## src/rtl/nn_fp_pkg.sv

```systemverilog
// nn_fp_pkg: shared float format defaults, exception flag indices and activation constants
package nn_fp_pkg;
  localparam int EXP_WIDTH = 8;
  localparam int MANT_WIDTH = 24;
  localparam int EXC_WIDTH = 5;
  localparam int EXC_INEXACT = 0;
  localparam int EXC_UNDERFLOW = 1;
  localparam int EXC_OVERFLOW = 2;
  localparam int EXC_DIVZERO = 3;
  localparam int EXC_INVALID = 4;
  localparam int ACT_LEAK_SHIFT = 4;
endpackage

```

## src/rtl/fp_relu.sv

```systemverilog
// fp_relu: combinational per-element ReLU; LEAKY_RELU_EN scales negatives by 2^-ACT_LEAK_SHIFT
module fp_relu
  import nn_fp_pkg::*;
#(
  parameter int exp_width = EXP_WIDTH,
  parameter int mant_width = MANT_WIDTH
) (
  input  logic [exp_width+mant_width-1:0] x,
  output logic [exp_width+mant_width-1:0] y
);
  localparam int dw = exp_width + mant_width;
  logic sign;
  logic [exp_width-1:0] e;
  logic [mant_width-2:0] f;
  logic nan;
  always_comb begin
    sign = x[dw-1];
    e = x[dw-2 -: exp_width];
    f = x[mant_width-2:0];
    nan = &e && |f;
`ifdef LEAKY_RELU_EN
    y = (!sign || &e) ? x
      : (e > exp_width'(ACT_LEAK_SHIFT)) ? {sign, e - exp_width'(ACT_LEAK_SHIFT), f} : '0;
`else
    y = (!sign || nan) ? x : '0;
`endif
  end
endmodule

```

## src/rtl/layer_activation_stage.sv

```systemverilog
// layer_activation_stage: ReLU on a 2-element vector into a 2-entry output FIFO; LEAKY_RELU_EN selects leaky mode
module layer_activation_stage
  import nn_fp_pkg::*;
#(
  parameter int exp_width = EXP_WIDTH,
  parameter int mant_width = MANT_WIDTH
) (
  input  logic                            clk,
  input  logic                            rst_n,
  input  logic [exp_width+mant_width-1:0] c1,
  input  logic [exp_width+mant_width-1:0] c2,
  input  logic [EXC_WIDTH-1:0]            exceptions_in,
  input  logic                            in_valid,
  output logic                            in_ready,
  output logic [exp_width+mant_width-1:0] y1,
  output logic [exp_width+mant_width-1:0] y2,
  output logic                            out_valid,
  input  logic                            out_ready,
  output logic [EXC_WIDTH-1:0]            sticky_exc,
  input  logic                            clear_sticky,
  output logic [15:0]                     beat_count
);
  localparam int dw = exp_width + mant_width;
  logic [dw-1:0] a1, a2;
  logic [1:0][2*dw-1:0] mem;
  logic wr_ptr, rd_ptr, live, push, pop;
  logic [1:0] count;
  fp_relu #(.exp_width(exp_width), .mant_width(mant_width)) u_relu1 (.x(c1), .y(a1));
  fp_relu #(.exp_width(exp_width), .mant_width(mant_width)) u_relu2 (.x(c2), .y(a2));
  // live holds in_ready low until the first edge after reset release
  assign in_ready = live && count != 2'd2;
  assign out_valid = count != 2'd0;
  assign push = in_valid && in_ready;
  assign pop = out_valid && out_ready;
  assign {y1, y2} = mem[rd_ptr];
  always_ff @(posedge clk or negedge rst_n) begin
    if (!rst_n) begin
      mem <= '0;
      wr_ptr <= 1'b0;
      rd_ptr <= 1'b0;
      count <= 2'd0;
      live <= 1'b0;
      sticky_exc <= '0;
      beat_count <= 16'd0;
    end else begin
      live <= 1'b1;
      if (push) mem[wr_ptr] <= {a1, a2};
      wr_ptr <= wr_ptr ^ push;
      rd_ptr <= rd_ptr ^ pop;
      count <= count + 2'(push) - 2'(pop);
      sticky_exc <= clear_sticky ? (push ? exceptions_in : '0) : (push ? sticky_exc | exceptions_in : sticky_exc);
      beat_count <= beat_count + 16'(push);
    end
  end
endmodule

```

## config.mk

```make
export PLATFORM = sky130hd
export DESIGN_NAME = layer_activation_stage
export DESIGN_NICKNAME = d
export VERILOG_FILES = /design/src/rtl/nn_fp_pkg.sv /design/src/rtl/fp_relu.sv /design/src/rtl/layer_activation_stage.sv
export SDC_FILE = /design/constraint.sdc
export NUM_CORES = 1
export LEC_CHECK = 0
export BUFFER_PORTS_ARGS = -buffer_cell sky130_fd_sc_hd__buf_2
export CAP_MARGIN = 0
export CORE_MARGIN = 5
export CORE_UTILIZATION = 50
export CTS_CLUSTER_DIAMETER = 150
export CTS_CLUSTER_SIZE = 10
export DETAILED_ROUTE_END_ITERATION = 7
export PLACE_DENSITY = 0.76
export SLEW_MARGIN = 20
export SYNTH_ARGS = -nofsm -noshare
export SYNTH_HDL_FRONTEND = slang
export SYNTH_SLANG_ARGS = --single-unit
```

## constraint.sdc

```tcl
create_clock -name clk -period 1.9 [get_ports clk]
set_input_delay 0.38 -clock clk [delete_from_list [all_inputs] [get_ports clk]]
set_output_delay 0.38 -clock clk [all_outputs]
set_load 0.01 [all_outputs]
```

==> impl_metrics.py <==
metrics = {
    "sta": {
        "hold_violations": 0,
        "rsz0062_at_grt": "true",
        "setup_viol": 64,
        "fin_setup_tns_ns": -6.44,
        "slew_headroom_pct": 48.0,
        "drv_slew": 0,
        "layout_min_cycle_time_ns": 2.03,
        "timing.final.ws_setup_ns": -0.132,
        "fmax_mhz": 492,
        "tightest_slew_ns": 0.779,
        "timing.final.crit_share_pct": 107,
        "clock_skew_ns": 0.00715,
    },
    "pwr": {
        "p_clk_share_pct": 23.2,
        "worst_ir_drop_vdd_mv": 0.809,
        "p_seq_share_pct": 32.2,
        "fin_total_pwr_w": 0.0169,
        "combPwrFrac_pct": 44.6,
        "power.density_nw_per_um2": 1550,
        "power.internal_w": 0.0115,
        "p_sw_share_pct": 32.0,
        "netSwitchingPower_w": 0.00539,
        "p_leak_nw": 4.78,
    },
    "grt": {
        "grt_first_pass_wirelength_um": 33400,
        "grt_max_degree": 47,
        "grt_usage_pct": 22.3,
        "antenna_found_initial": 0,
        "gr-total-overflow": 0,
        "grt_pass1_vias": 6546,
    },
    "yosys": {
        "netlist_area_um2": 8120,
        "ys_types": 34,
        "postSynthAreaPerCell_um2": 10.4,
        "synth_top_area_cell": "dfrtp_1",
        "synth_xor_area_share_pct": 1.83,
        "synth_top_area_share_pct": 47.5,
        "synthesis.nets": 861,
        "synthTopCellsByArea": "dfrtp_1, mux2i_1, mux2_2",
        "yosys.area_share.adder_pct": 1.08,
        "syn_inst": 780,
        "synth_compound_area_share_pct": 8.78,
        "synth_mux_area_share_pct": 23.9,
        "synth_simple_gate_area_share_pct": 13.4,
        "ys_seq_area_share_pct": 47.5,
        "ys_warn_count": 0,
        "synth_top_family_by_area": "multiplexers",
        "yosys_register_bits": 154,
    },
    "routing": {
        "ant_nets": 0,
        "via_per_inst": 5.42,
        "wl_per_cell_um": 17.5,
        "dr.first_iter.drc_count": 385,
        "drc": 0,
        "vias": 6465,
        "drt_wl_total_um": 20900,
        "firstDrtPassIters": 5,
    },
    "setup_path": {
        "crit_top_cell": "buf_6",
        "path_cells": "buf_6, clkbuf_16, mux2_4, buf_6",
        "cp_data_arrival_time_ns": 1.65,
        "cpMaxStageDelayCell": "dfrtp_2",
        "critPathLaunchType": "flip-flop",
        "critical_path_class": "reg2out",
        "path_max_fanout": 7,
        "critical_path.top_delay_family": "buffers and inverters",
        "endpoint_kind": "primary output",
        "worst_ep_required_time_ns": 1.52,
        "crit_buf_inv": 3,
        "slowest_delay_ns": 0.44,
    },
    "cts": {
        "clkTransAtPathRegs_ns": 0.06,
        "cts_made_buffers": 17,
        "cts_tree": "yes",
        "h-tree-depth": 4,
        "clk_latency_ns": 0.42,
        "clkSinkCount": 154,
        "cts_buffer_depth": 2,
        "cts-root-buf": "clkbuf_16",
    },
    "cells_and_area": {
        "diodes": 0,
        "layout-drive-gt1-share_pct": 33.3,
        "final_net_count": 1045,
        "fillers": 1187,
        "area_delta_synth_final_pct": 34.2,
        "fin_util_pct": 68.6,
        "final_area_um2": 10900,
    },
    "placement": {
        "dp_hpwl_um": 13500,
        "place_congestion": 0.800,
        "io_buffer_count": 160,
        "post_dp_cell_area_um2": 9560,
    },
    "die": {
        "std_cell_rows": 46,
        "floorplan.initialDensity_pct": 51.1,
        "fp.coreArea_um2": 15900,
        "design.die.area_um2": 18900,
        "num_io_pins": 161,
        "die_w_um": 137,
        "die_y_um": 137,
    },
    "min_path": {
        "hold_path.class": "in2reg",
    },
    "run": {
        "maxCapViolations": 0,
    },
    "status": {
        "status": "finished with violations",
        "failed_checks": "setup timing",
    },
}
layout make-up:
class | count | area [um2] | share of cell area, %
Tap cell | 216 | 270 | 2.48
Clock buffer | 24 | 492 | 4.51
Timing Repair Buffer | 217 | 1890 | 17.4
Multi-Input combinational cell | 564 | 4160 | 38.2
Sequential cell | 154 | 3850 | 35.4
Inverter | 10 | 40.0 | 0.368
Clock inverter | 7 | 185 | 1.70
worst paths after layout:
check / start / to / slack (ns) / cells after the start
worst max-delay path: rd_ptr / y2[3] / -0.13 / 4
worst min-delay path: exceptions_in[3] / sticky_exc[3] / 0.20 / 2
worst max register to register: count[1] / count[1] / 0.08 / 7
worst min register to register: beat_count[15] / beat_count[15] / 0.47 / 1
max in group asynchronous: rst_n / mem[17] / 0.82 / 3
min in group asynchronous: rst_n / mem[93] / 0.45 / 2
placed cells by master, fill, tap and decap left out, drive strengths merged, types with 10 or more instances in the layout:
master    n
nand4    13
nand3    12
nand2    99
o21ai   126
dfrtp   154
buf     213
nor2b    62
clkbuf   27
mux2i   124
nor4     10
inv      10
mux2     62
nor2     11
cells by family after synthesis:
family                   count (synthesis)
adder cells (fa/ha/maj)                  7
flip-flops                             154
AND/OR/NAND/NOR                        217
multiplexers                           186
AO/OA/AOI/OAI                          136
buffers and inverters                   62
XOR/XNOR                                17
other                                    1
power groups by stage:
stage / logic (W) / clock network, W / registers (W)
after floorplan: 0.00367 / 0 / 0.00523
after global placement: 0.00570 / 0 / 0.00535
after detailed placement: 0.00582 / 0 / 0.00541
after CTS: 0.00690 / 0.00395 / 0.00540
after global routing: 0.00816 / 0.00411 / 0.00560
final: 0.00753 / 0.00391 / 0.00543
registers in the layout (all words and copies together) (netlist names):
name	flops
rd_ptr	1
beat_count	16
mem	128
wr_ptr	1
live	1
sticky_exc	5
count	2
metrics by stage:
step	std cells	setup slack (ns)	hold slack, ns
final	1192	-0.132	0.202
after global routing	1192	-0.184	0.190
after CTS	1178	-0.162	0.187
after detailed placement	1141	-0.0549	0.336
after global placement	1141	0.0344	0.333
after floorplan	780	0.0107	0.0844
cell usage after synthesis:
| cell type | instances |
|---|---|
| dfrtp_1 | 154 |
| mux2i_1 | 124 |
| o21ai_0 | 120 |
| nand2_1 | 99 |
| mux2_2 | 62 |
| nor2b_1 | 62 |
| buf_2 | 23 |
| clkbuf_1 | 20 |
| nand3_1 | 12 |
| nand4_1 | 12 |
| inv_1 | 10 |
| nor4_1 | 10 |
| nor2_1 | 9 |
| xor2_1 | 9 |
| xnor2_1 | 8 |
| ha_1 | 7 |
| o21ai_1 | 6 |
| a32o_1 | 5 |
| clkbuf_2 | 4 |
| o22ai_1 | 4 |
| and2_1 | 2 |
| buf_1 | 2 |
| buf_4 | 2 |
| nor2_2 | 2 |
| nor3_1 | 2 |
| or2_2 | 2 |
| a21boi_1 | 1 |
| and3_1 | 1 |
| buf_6 | 1 |
| conb_1 | 1 |
| nand4_4 | 1 |
| nor3_2 | 1 |
| or2_1 | 1 |
| or2_4 | 1 |
per-layer routing:
metal | vias to the layer above | GRT usage (%) | wire (um)
li1 | 3103 | - | -
met1 | 3170 | 30.4 | 9230
met2 | 173 | 36.6 | 10300
met3 | 19 | 4.42 | 1120
met4 | 0 | 5.65 | 221
met5 | - | 0 | 0
what timing repair did:
action,CTS,global route
pin swaps,0,3
endpoints found under the setup margin,68,80
setup buffers,2,11
hold buffers,1,0
resized for setup,53,39
gates cloned,3,3
endpoints found under the hold margin,40,0
(Power assumes the default switching activity.)
